===== config.mk =====
export PLATFORM = sky130hd
export DESIGN_NAME = demux_stream_1x4
export DESIGN_NICKNAME = d
export VERILOG_FILES = /design/src/rtl/demux_pkg.sv /design/src/rtl/demux_slot.sv /design/src/rtl/demux_stream_1x4.sv
export SDC_FILE = /design/constraint.sdc
export NUM_CORES = 1
export LEC_CHECK = 0
export ABC_CLOCK_PERIOD_IN_PS = 5500
export CAP_MARGIN = 40
export CORE_UTILIZATION = 32
export CTS_CLUSTER_SIZE = 14
export DETAILED_ROUTE_END_ITERATION = 12
export GPL_TIMING_DRIVEN = 0
export PLACE_DENSITY = 0.67
export SYNTH_ARGS = -nofsm -noshare
export SYNTH_HDL_FRONTEND = slang
export SYNTH_SLANG_ARGS = --single-unit

===== constraint.sdc =====
create_clock -name clk -period 5.5 [get_ports clk]
set_clock_uncertainty 0.15 [all_clocks]
set_input_delay 1.65 -clock clk [delete_from_list [all_inputs] [get_ports clk]]
set_output_delay 1.65 -clock clk [all_outputs]
set_load 0.005 [all_outputs]

===== src/rtl/demux_pkg.sv =====
// Shared types and default sizing for the 1-to-4 stream demultiplexer.
// Holds the channel count, the channel-select type and default widths.
package demux_pkg;

    localparam int NUM_CH        = 4;
    localparam int DEF_WIDTH     = 8;
    localparam int DEF_SEL_BITS  = 2;
    localparam int DEF_CNT_WIDTH = 8;

    typedef logic [1:0] ch_sel_t;

endpackage


===== src/rtl/demux_slot.sv =====
// One output channel: 1-entry valid/ready holding register plus saturating beat counter.
// Latency: load appears on out_valid/out_data one cycle after the load strobe.
// Backpressure: slot_ready = ~out_valid | out_ready, so a full slot accepts only when draining.
module demux_slot
    import demux_pkg::*;
#(
    parameter int WIDTH     = DEF_WIDTH,
    parameter int CNT_WIDTH = DEF_CNT_WIDTH
) (
    input  logic                 clk,
    input  logic                 rst,
    input  logic                 load,
    input  logic [WIDTH-1:0]     load_data,
    input  logic                 out_ready,
    input  logic                 cnt_clr,
    output logic                 out_valid,
    output logic [WIDTH-1:0]     out_data,
    output logic [CNT_WIDTH-1:0] beat_cnt,
    output logic                 slot_ready
);

    logic drain;

    assign drain      = out_valid & out_ready;
    assign slot_ready = ~out_valid | out_ready;

    // A load in the same cycle as a drain replaces the leaving beat and keeps out_valid high.
    always_ff @(posedge clk) begin
        if (rst) begin
            out_valid <= 1'b0;
            out_data  <= '0;
        end else if (load) begin
            out_valid <= 1'b1;
            out_data  <= load_data;
        end else if (drain) begin
            out_valid <= 1'b0;
        end
    end

    // Clear wins over a handshake in the same cycle; the count sticks at all-ones.
    always_ff @(posedge clk) begin
        if (rst) begin
            beat_cnt <= '0;
        end else if (cnt_clr) begin
            beat_cnt <= '0;
        end else if (drain && (beat_cnt != '1)) begin
            beat_cnt <= beat_cnt + CNT_WIDTH'(1);
        end
    end

endmodule


===== src/rtl/demux_stream_1x4.sv =====
// Registered 1-to-4 stream demux: steers each input beat to the channel named by in_sel.
// Latency: 1 cycle from input handshake to out_valid; no combinational data path.
// Backpressure: in_ready reflects only the addressed slot, so a stalled channel blocks only its own beats.
module demux_stream_1x4
    import demux_pkg::*;
#(
    parameter int WIDTH     = DEF_WIDTH,
    parameter int SEL_BITS  = DEF_SEL_BITS,
    parameter int CNT_WIDTH = DEF_CNT_WIDTH
) (
    input  logic                           clk,
    input  logic                           rst,
    input  logic [WIDTH-1:0]               in_data,
    input  logic [SEL_BITS-1:0]            in_sel,
    input  logic                           in_valid,
    output logic                           in_ready,
    output logic [NUM_CH-1:0][WIDTH-1:0]     out_data,
    output logic [NUM_CH-1:0]              out_valid,
    input  logic [NUM_CH-1:0]              out_ready,
    input  logic                           cnt_clr,
    output logic [NUM_CH-1:0][CNT_WIDTH-1:0] beat_cnt
);

    logic [NUM_CH-1:0] slot_ready;
    logic [NUM_CH-1:0] load;
    logic              in_hs;
    ch_sel_t           sel;

    assign sel      = ch_sel_t'(in_sel);
    assign in_ready = slot_ready[sel];
    // Gating with in_valid first keeps an unknown select from disturbing any slot when idle.
    assign in_hs    = in_valid & in_ready & ~rst;

    for (genvar i = 0; i < NUM_CH; i++) begin : g_slot
        localparam ch_sel_t CH_ID = ch_sel_t'(i);

        assign load[i] = in_hs & (sel == CH_ID);

        demux_slot #(
            .WIDTH     (WIDTH),
            .CNT_WIDTH (CNT_WIDTH)
        ) u_slot (
            .clk        (clk),
            .rst        (rst),
            .load       (load[i]),
            .load_data  (in_data),
            .out_ready  (out_ready[i]),
            .cnt_clr    (cnt_clr),
            .out_valid  (out_valid[i]),
            .out_data   (out_data[i]),
            .beat_cnt   (beat_cnt[i]),
            .slot_ready (slot_ready[i])
        );
    end

endmodule


==> results of run 1 <==
power by group:
| group | internal (mW) | switching [mW] | leakage (nW) | total [mW] |
|---|---|---|---|---|
| clock | 0.209 | 0.196 | 0.0962 | 0.405 |
| sequential | 0.502 | 0.00623 | 0.550 | 0.508 |
| combinational | 0.0408 | 0.0331 | 0.757 | 0.0739 |
critical path, cell delays in order:
cell             delay [ns]
clkdlybuf4s50_1        0.46
nand2b_1               0.21
mux4_2                 0.48
clkdlybuf4s50_1        0.49
flip-flops by register name, summed over array words and instances, names as in the netlist:
name / count
g_slot.u_slot.beat_cnt: 32
g_slot.u_slot.out_data: 32
g_slot.u_slot.out_valid: 4
cells in the mapped netlist, types with 2 or more instances:
| cell type | count | area, sq um |
|---|---|---|
| nand4_1 | 3 | 18.8 |
| nor2_1 | 17 | 63.8 |
| nand3_1 | 13 | 65.1 |
| dfxtp_1 | 68 | 1360 |
| nand3b_1 | 8 | 60.1 |
| a21oi_1 | 14 | 70.1 |
| ha_1 | 4 | 50.1 |
| buf_4 | 4 | 30.0 |
| and4b_1 | 4 | 40.0 |
| mux2i_1 | 3 | 30.0 |
| and3_1 | 5 | 31.3 |
| o31ai_1 | 3 | 22.5 |
| o21bai_1 | 4 | 30.0 |
| or4_1 | 2 | 15.0 |
| a31oi_1 | 3 | 18.8 |
| nor3_1 | 7 | 35.0 |
| and4_1 | 2 | 17.5 |
| nor2b_1 | 2 | 12.5 |
| o311ai_0 | 2 | 17.5 |
| a211oi_1 | 2 | 15.0 |
| o21ai_0 | 45 | 225 |
| nand2_1 | 42 | 158 |
| a311oi_1 | 2 | 17.5 |
| xor2_1 | 3 | 26.3 |
| xnor2_1 | 2 | 17.5 |
| or3_1 | 7 | 43.8 |
| inv_1 | 10 | 37.5 |
| clkbuf_1 | 15 | 56.3 |
| o211ai_1 | 2 | 15.0 |
| nand2b_1 | 28 | 175 |
cell usage in the layout (no fill, tap or decap), types with 9 or more instances in the layout:
cell type,Yosys,layout
clkdlybuf4s50_1,0,86
nand2_1,42,42
nor2_1,17,17
a21oi_1,14,14
nand3_1,13,13
clkbuf_1,15,16
nand2b_1,28,28
o21ai_0,45,45
inv_1,10,10
dfxtp_1,68,68
clkbuf_8,0,9
logic make-up after synthesis:
| kind of cell | after synthesis |
|---|---|
| and+or+nand+nor | 145 |
| DFF | 68 |
| adders and majority gates | 4 |
| buffers and inverters | 29 |
| muxes | 4 |
| xor gates and xnor gates | 5 |
| AOI/OAI and AO/OA | 83 |
routing by layer:
layer	part of all wire	up-vias	GRT usage
li1	-	1381	-
met1	0.43	1263	0.207
met2	0.46	94	0.275
met3	0.093	10	0.0835
met4	0.016	0	0.0540
met5	0	-	0
worst max path at each step:
stage                     depth (start not counted)         start  slack [ns]  endpoint
after floorplan                                   2  out_ready[3]        1.44  in_ready
after global placement                            4  out_ready[3]        0.40  in_ready
after detailed placement                          4  out_ready[3]        0.41  in_ready
after CTS                                         4  out_ready[3]        0.41  in_ready
after global routing                              4  out_ready[3]        0.38  in_ready
final                                             4  out_ready[3]        0.42  in_ready
area by class of cell:
cell class | count | area, sq um
Buffer | 19 | 86.3
Clock buffer | 10 | 128
Clock inverter | 6 | 65.1
Fill cell | 845 | 4640
Inverter | 10 | 37.5
Multi-Input combinational cell | 241 | 1410
Sequential cell | 68 | 1360
Tap cell | 108 | 135
Timing Repair Buffer | 86 | 861
metrics by stage:
stage	hold slack [ns]	power (mW)	util
finish	0.329	0.987	0.468
detailed placement	0.319	0.594	0.446
global placement	0.309	0.593	0.446
CTS	0.335	1.00	0.468
floorplan	0.316	0.546	-
global route	0.353	1.03	0.468
==> flow_metrics.env, run 1 <==
export IMPL_status="completed"
export IMPL_synth_top_family_by_area="simple AND/OR/NAND/NOR gates"
export IMPL_dp_hpwl_um=5820
export IMPL_p_per_area_mw_per_mm2=242
export IMPL_gr_total_overflow=0
export IMPL_slew_viol_final=0
export IMPL_grtUsageTotal=0.174
export IMPL_cp_data_arrival_time_ns=3.28
export IMPL_rows=34
export IMPL_avgViaCountPerCell=5.01
export IMPL_cts_repair_resized=0
export IMPL_synthDistinctLibCells=42
export IMPL_syn_inst=338
export IMPL_synth_edf_count=0
export IMPL_synth_fa_ha_area_frac=0.0173
export IMPL_cts_tree="built"
export IMPL_cp_max_fo=4
export IMPL_whs_endpoint="g_slot[2].u_slot.out_data[2]"
export IMPL_place_worst_setup_slack_ns=0.410
export IMPL_rr_worst_depth=5
export IMPL_grt_first_pass_wirelength_um=13100
export IMPL_relSlewSlack=0.519
export IMPL_fin_ws_ns=0.418
export IMPL_grt_pass1_vias=2657
export IMPL_ys_flop_type="dfxtp_1"
export IMPL_place_inst=532
export IMPL_drcViolationCount=0
export IMPL_htree_levels=3
export IMPL_finalSetupTns_ns=0
export IMPL_synth_mux_area_fraction=0.0182
export IMPL_fin_cells=548
export IMPL_gp_congestion=0.842
export IMPL_startpoint_type="input port"
export IMPL_numCtsBuffers=9
export IMPL_wirelength_um=7870
export IMPL_rrSetupSlack_ns=3.56
export IMPL_wl_per_cell_um=14.4
export IMPL_hold_depth=2
export IMPL_area_growth_pct=41.1
export IMPL_period_share=0.924
export IMPL_numPortBuffers=86
export IMPL_r2r_end="g_slot[1].u_slot.beat_cnt[7]"
export IMPL_worst_slew_pin_slew_ns=0.713
export IMPL_setup_viol=0
export IMPL_synthArstFlopShare=0
export IMPL_synth_compound_area_frac=0.167
export IMPL_rsz0062_at_grt="no"
export IMPL_synth_seq_cells=68
export IMPL_design_die_area_sq_mm=0.00943
export IMPL_clock_sinks=68
export IMPL_fin_crit_ns=5.08
export IMPL_cp_required_ns=3.70
export IMPL_critPathCaptureType="primary output"
export IMPL_antenna_found_initial=0
export IMPL_dieHeight_um=97.1
export IMPL_initial_core_util=0.332
export IMPL_final_cell_area_sq_mm=0.00408
export IMPL_dieWidth_um=97.1
export IMPL_yosysSeqAreaShare=0.470
export IMPL_hold_viol_final=0
export IMPL_path_class="input port to primary output"
export IMPL_rr_startpoint="g_slot[1].u_slot.beat_cnt[0]"
export IMPL_vdd_drop_max_uv=158
export IMPL_cap_violations=0
export IMPL_cts_clk_slew_worst_paths_ns=0.08
export IMPL_placed_area_sq_mm=0.00389
export IMPL_via_count=2748
export IMPL_detail_route_antenna_nets=0
export IMPL_num_io_pins=87
export IMPL_core_area_sq_mm=0.00872
export IMPL_p_leak_nw=1.40
export IMPL_netlist_area_sq_mm=0.00289
export IMPL_synth_area_per_cell_sq_um=8.56
export IMPL_cts_hold_buf=0
export IMPL_num_antenna_cells=0
export IMPL_fin_nets=457
export IMPL_postCtsSetupBuffers=0
export IMPL_first_pass_iters=4
export IMPL_synthSimpleGateAreaFrac=0.269
export IMPL_grt_max_degree=13
export IMPL_drt_iter0_drc=109
export IMPL_hp_class="register to register"
export IMPL_synth_xor_area_share=0.0151
export IMPL_drive_above_1_share=0.0568
export IMPL_yosys_warnings=0
export IMPL_root_buffer="clkbuf_8"
export IMPL_clock_fmax_mhz=197
export IMPL_cts_max_path_buffers=2
export IMPL_min_from="g_slot[2].u_slot.out_data[2]"
export IMPL_insertion_delay_ns=0.35
export IMPL_synthesis_nets=360
Power figures use the tool's default switching activity.
==> inputs of run 2 (changes only) <==
--- a/config.mk
+++ b/config.mk
@@ -11,7 +11,7 @@
 export CTS_CLUSTER_SIZE = 14
 export DETAILED_ROUTE_END_ITERATION = 12
 export GPL_TIMING_DRIVEN = 0
-export PLACE_DENSITY = 0.67
+export PLACE_DENSITY_LB_ADDON = 0.1
 export SYNTH_ARGS = -nofsm -noshare
 export SYNTH_HDL_FRONTEND = slang
 export SYNTH_SLANG_ARGS = --single-unit
==> flow_metrics.env, run 2 (synthesized netlist as in run 1, its figures left out) <==
export IMPL_numPortBuffers=86
export IMPL_insertion_delay_ns=0.33
export IMPL_rsz0062_at_grt="no"
export IMPL_reg_top3="g_slot.u_slot.beat_cnt: 32 flops, g_slot.u_slot.out_data: 32 flops, g_slot.u_slot.out_valid: 4 flops"
export IMPL_core_area_sq_mm=0.00872
export IMPL_endpoint="in_ready"
export IMPL_grt_first_pass_wirelength_um=12800
export IMPL_final_cell_area_sq_mm=0.00406
export IMPL_critPathCaptureType="primary output"
export IMPL_cts_repair_resized=0
export IMPL_cts_hold_buf=0
export IMPL_design_die_area_sq_mm=0.00943
export IMPL_htree_levels=3
export IMPL_mostFrequentLayoutCells="clkdlybuf4s50_1, dfxtp_1, o21ai_0"
export IMPL_postCtsSetupBuffers=0
export IMPL_cp_max_fo=4
export IMPL_finalSetupTns_ns=0
export IMPL_cp_data_arrival_time_ns=3.31
export IMPL_power_uw=942
export IMPL_dp_hpwl_um=5720
export IMPL_dieHeight_um=97.1
export IMPL_multiInputGateArea_sq_mm=0.00141
export IMPL_hold_viol_final=0
export IMPL_cts_max_path_buffers=2
export IMPL_rows=34
export IMPL_relSlewSlack=0.539
export IMPL_clock_fmax_mhz=196
export IMPL_detail_route_antenna_nets=0
export IMPL_numCtsBuffers=9
export IMPL_period_share=0.930
export IMPL_fill_cells=879
export IMPL_fin_crit_ns=5.11
export IMPL_wirelength_um=7840
export IMPL_hp_class="register to register"
export IMPL_final_common_cell="clkdlybuf4s50_1"
export IMPL_first_pass_iters=7
export IMPL_drt_iter0_drc=67
export IMPL_fin_cells=548
export IMPL_cts_tree="built"
export IMPL_setup_viol=0
export IMPL_area_growth_pct=40.3
export IMPL_regArea_sq_mm=0.00136
export IMPL_rr_startpoint="g_slot[1].u_slot.beat_cnt[0]"
export IMPL_drive_above_1_share=0.0568
export IMPL_place_inst=532
export IMPL_status="completed"
export IMPL_grt_pass1_vias=2647
export IMPL_slew_viol_final=0
export IMPL_cts_clk_slew_worst_paths_ns=0.07
export IMPL_p_leak_nw=1.40
export IMPL_path_class="input port to primary output"
export IMPL_avgViaCountPerCell=4.95
export IMPL_drcViolationCount=0
export IMPL_rr_worst_depth=5
export IMPL_slowest_delay_ns=0.50
export IMPL_gp_congestion=0.826
export IMPL_cap_violations=0
export IMPL_grtUsageTotal=0.168
export IMPL_startpoint_type="input port"
export IMPL_initial_core_util=0.332
export IMPL_cp_startpoint="out_ready[3]"
export IMPL_vdd_drop_max_uv=103
export IMPL_gr_total_overflow=0
export IMPL_via_count=2711
export IMPL_clock_sinks=68
export IMPL_worst_slew_pin_slew_ns=0.683
export IMPL_wl_per_cell_um=14.3
export IMPL_root_buffer="clkbuf_8"
export IMPL_r2r_end="g_slot[1].u_slot.beat_cnt[7]"
export IMPL_dieWidth_um=97.1
export IMPL_fin_nets=457
export IMPL_antenna_found_initial=0
export IMPL_path_cells="clkdlybuf4s50_1 -> nand2b_1 -> mux4_2 -> clkdlybuf4s50_1"
export IMPL_num_io_pins=87
export IMPL_slowest_stage="clkdlybuf4s50_1"
export IMPL_placed_area_sq_mm=0.00389
export IMPL_rrSetupSlack_ns=3.58
export IMPL_cp_common_cell="clkdlybuf4s50_1"
export IMPL_num_antenna_cells=0
export IMPL_p_per_area_mw_per_mm2=232
export IMPL_cp_required_ns=3.70
export IMPL_grt_max_degree=12
[run 2: layer usage]
metal,share of wire,track usage,vias up
met2,0.46,0.272,75
met1,0.47,0.212,1251
met4,0.0029,0.0551,0
met3,0.061,0.0504,2
li1,-,-,1383
met5,0,0,-
[run 2: layout make-up]
| cell class | count | share of cell area |
|---|---|---|
| Multi-Input combinational cell | 241 | 0.347 |
| Sequential cell | 68 | 0.335 |
| Timing Repair Buffer | 86 | 0.212 |
| Clock buffer | 11 | 0.0348 |
| Tap cell | 108 | 0.0333 |
| Buffer | 19 | 0.0213 |
| Inverter | 10 | 0.00925 |
| Clock inverter | 5 | 0.00678 |
[run 2: how the worst min path moves through the flow]
stage,start,endpoint,slack [ns],depth (start not counted)
after global routing,g_slot[0].u_slot.out_data[2],g_slot[0].u_slot.out_data[2],0.36,2
after floorplan,g_slot[0].u_slot.out_data[0],g_slot[0].u_slot.out_data[0],0.32,2
final,g_slot[0].u_slot.out_data[6],g_slot[0].u_slot.out_data[6],0.33,2
after detailed placement,g_slot[0].u_slot.out_data[2],g_slot[0].u_slot.out_data[2],0.32,2
after global placement,g_slot[2].u_slot.out_data[5],g_slot[2].u_slot.out_data[5],0.31,2
after CTS,g_slot[0].u_slot.out_data[2],g_slot[0].u_slot.out_data[2],0.33,2
[run 2: stage by stage]
stage               hold slack, ns   util  setup slack (ns)
finish                       0.329  0.465             0.387
global route                 0.361  0.465             0.343
CTS                          0.333  0.465             0.383
detailed placement           0.317  0.446             0.394
global placement             0.309  0.446             0.401
floorplan                    0.316      -              1.44
[run 2: worst max-delay path: cells and delay by family]
| family | cells | cell delay [ns] |
|---|---|---|
| AND/OR/NAND/NOR | 1 | 0.21 |
| multiplexers | 1 | 0.48 |
| buffers and inverters | 2 | 0.97 |
[run 2: report_power, final]
part,leakage (nW),total [mW],internal (mW),switching (mW)
Combinational,0.757,0.0744,0.0408,0.0336
Clock,0.0889,0.359,0.173,0.186
Sequential,0.550,0.508,0.502,0.00617
==> inputs of run 3 (changes only) <==
--- a/config.mk
+++ b/config.mk
@@ -5,7 +5,7 @@
 export SDC_FILE = /design/constraint.sdc
 export NUM_CORES = 1
 export LEC_CHECK = 0
-export ABC_CLOCK_PERIOD_IN_PS = 5500
+export ABC_CLOCK_PERIOD_IN_PS = 4850
 export CAP_MARGIN = 40
 export CORE_UTILIZATION = 32
 export CTS_CLUSTER_SIZE = 14
@@ -14,4 +14,5 @@
 export PLACE_DENSITY_LB_ADDON = 0.1
 export SYNTH_ARGS = -nofsm -noshare
 export SYNTH_HDL_FRONTEND = slang
+export SYNTH_HIERARCHICAL = 1
 export SYNTH_SLANG_ARGS = --single-unit
==> constraint.sdc (replaced) <==
create_clock -name clk -period 4.85 [get_ports clk]
set_clock_uncertainty 0.15 [all_clocks]
set_input_delay 1.455 -clock clk [delete_from_list [all_inputs] [get_ports clk]]
set_output_delay 1.455 -clock clk [all_outputs]
set_load 0.005 [all_outputs]
==> flow_metrics.env, run 3 <==
export IMPL_status="completed"
export IMPL_synthesis_nets=343
export IMPL_synth_area_per_cell_sq_um=9.41
export IMPL_synth_top_family_by_area="simple AND/OR/NAND/NOR gates"
export IMPL_finalSetupTns_ns=0
export IMPL_drcViolationCount=0
export IMPL_startpoint_type="input port"
export IMPL_clock_fmax_mhz=210
export IMPL_period_share=0.982
export IMPL_grt_first_pass_wirelength_um=12800
export IMPL_avgViaCountPerCell=5.18
export IMPL_hp_class="register to register"
export IMPL_grt_max_degree=15
export IMPL_insertion_delay_ns=0.34
export IMPL_relSlewSlack=0.624
export IMPL_cp_data_arrival_time_ns=3.16
export IMPL_netSwitchingFraction=0.244
export IMPL_synth_fa_ha_area_frac=0.0166
export IMPL_synth_most_common_cell="dfxtp_1"
export IMPL_power_frac_clock=0.423
export IMPL_path_cells="clkdlybuf4s50_1 -> nand2b_1 -> mux4_2 -> clkdlybuf4s50_1"
export IMPL_drive_above_1_share=0.0875
export IMPL_hold_viol_final=0
export IMPL_yosys_warnings=6
export IMPL_initial_core_util=0.329
export IMPL_slowest_stage="clkdlybuf4s50_1"
export IMPL_num_io_pins=87
export IMPL_num_antenna_cells=0
export IMPL_worst_slew_pin_slew_ns=0.563
export IMPL_rows=35
export IMPL_yosysSeqAreaShare=0.451
export IMPL_postCtsSetupBuffers=0
export IMPL_cp_max_fo=6
export IMPL_dp_hpwl_um=5510
export IMPL_p_comb_frac=0.065
export IMPL_cts_tree="built"
export IMPL_ys_top_cells_by_area="dfxtp_1, mux2i_1, nor2_1, a211oi_1, nand2_1"
export IMPL_min_from="g_slot[1].u_slot/out_data[1]"
export IMPL_design_die_area_sq_mm=0.00984
export IMPL_htree_levels=3
export IMPL_detail_route_antenna_nets=0
export IMPL_hold_depth=2
export IMPL_grt_pass1_vias=2557
export IMPL_wirelength_um=7890
export IMPL_numPortBuffers=86
export IMPL_mostFrequentLayoutCells="clkdlybuf4s50_1, dfxtp_1, mux2i_1"
export IMPL_cp_required_ns=3.24
export IMPL_p_per_area_mw_per_mm2=263
export IMPL_via_count=2764
export IMPL_cts_hold_buf=0
export IMPL_synth_seq_cells=68
export IMPL_core_area_sq_mm=0.00920
export IMPL_reg_top3="g_slot.u_slot/beat_cnt: 32 flops, g_slot.u_slot/out_data: 32 flops, g_slot.u_slot/out_valid: 4 flops"
export IMPL_final_common_cell="clkdlybuf4s50_1"
export IMPL_rsz0062_at_grt="no"
export IMPL_gr_total_overflow=0
export IMPL_rrSetupSlack_ns=3.05
export IMPL_synth_edf_count=0
export IMPL_synthArstFlopShare=0
export IMPL_synth_mux_area_fraction=0.140
export IMPL_critPathCaptureType="primary output"
export IMPL_cts_repair_resized=0
export IMPL_syn_inst=321
export IMPL_p_leak_nw=1.46
export IMPL_rr_startpoint="g_slot[2].u_slot/beat_cnt[0]"
export IMPL_clock_sinks=68
export IMPL_r2r_end="g_slot[2].u_slot/beat_cnt[6]"
export IMPL_synth_compound_area_frac=0.118
export IMPL_area_growth_pct=39.7
export IMPL_placed_area_sq_mm=0.00402
export IMPL_rr_worst_depth=4
export IMPL_slowest_delay_ns=0.50
export IMPL_wl_per_cell_um=14.8
export IMPL_cts_clk_slew_worst_paths_ns=0.07
export IMPL_netlist_area_sq_mm=0.00302
export IMPL_whs_endpoint="g_slot[1].u_slot/out_data[1]"
export IMPL_path_class="input port to primary output"
export IMPL_numCtsBuffers=9
export IMPL_power_mw=1.11
export IMPL_first_pass_iters=4
export IMPL_p_seq_frac=0.512
export IMPL_final_cell_area_sq_mm=0.00422
export IMPL_dieWidth_um=99.2
export IMPL_fill_cells=901
export IMPL_grtUsageTotal=0.165
export IMPL_synth_top_area_share=0.451
export IMPL_setup_viol=0
export IMPL_slew_viol_final=0
export IMPL_fin_nets=440
export IMPL_synthDistinctLibCells=32
export IMPL_root_buffer="clkbuf_8"
export IMPL_synth_xor_area_share=0
export IMPL_gp_congestion=0.800
export IMPL_antenna_found_initial=0
export IMPL_intPower_uw=840
export IMPL_fin_crit_ns=4.76
export IMPL_ys_flop_type="dfxtp_1"
export IMPL_synth_top_cells_by_count="dfxtp_1, mux2i_1, nor2_1"
export IMPL_cp_common_cell="clkdlybuf4s50_1"
export IMPL_p_switching_uw=271
export IMPL_hold_ws_ns=0.346
export IMPL_dieHeight_um=99.2
export IMPL_drt_iter0_drc=130
export IMPL_synthSimpleGateAreaFrac=0.254
export IMPL_vdd_drop_max_uv=184
export IMPL_cap_violations=0
export IMPL_cts_max_path_buffers=2
export IMPL_synth_top_cell_by_area="dfxtp_1"
## run 3: layout make-up
type                    instances  area (sq um)  area share
inverters                       8          30.0     0.00712
repair buffers                 86           861       0.204
plain buffers                   8          35.0     0.00830
flip-flops and latches         68          1360       0.323
clock inverters                 7          75.1      0.0178
well taps                     111           139      0.0329
multi-input cells             237          1600       0.378
clock buffers                   9           124      0.0294
## run 3: how the worst max path moves through the flow
stage,from,endpoint
after detailed placement,out_ready[3],in_ready
after floorplan,out_ready[3],in_ready
final,out_ready[3],in_ready
after global placement,out_ready[3],in_ready
after CTS,out_ready[3],in_ready
after global routing,out_ready[2],in_ready
## run 3: logic make-up after synthesis
group | after synthesis
muxes | 41
AOI/OAI and AO/OA | 52
adders and majority gates | 4
and+or+nand+nor | 140
buffers and inverters | 16
DFF | 68
## run 3: power by group through the flow
stage	registers (mW)	clock network [mW]	logic (mW)
finish	0.569	0.470	0.0721
global route	0.570	0.515	0.0787
CTS	0.569	0.491	0.0733
detailed placement	0.582	0	0.0728
global placement	0.582	0	0.0728
floorplan	0.582	0	0.0276
## run 3: stage by stage
step	setup slack [ns]	util	instances
after detailed placement	0.0770	0.437	518
after global placement	0.0804	0.437	518
after global routing	0.0345	0.459	534
final	0.0879	0.459	534
after floorplan	1.17	-	321
after CTS	0.0801	0.459	534
## run 3: per-layer routing
metal,global-route usage,share of wire,up-vias
li1,-,-,1391
met2,0.258,0.46,68
met5,0,0,-
met3,0.0639,0.064,2
met1,0.211,0.47,1303
met4,0.0509,0.0048,0
## run 3: worst max-delay path, delay by kind of cell
kind	cells	cell delay, ns
muxes	1	0.48
and+or+nand+nor	1	0.23
buffers and inverters	2	0.99
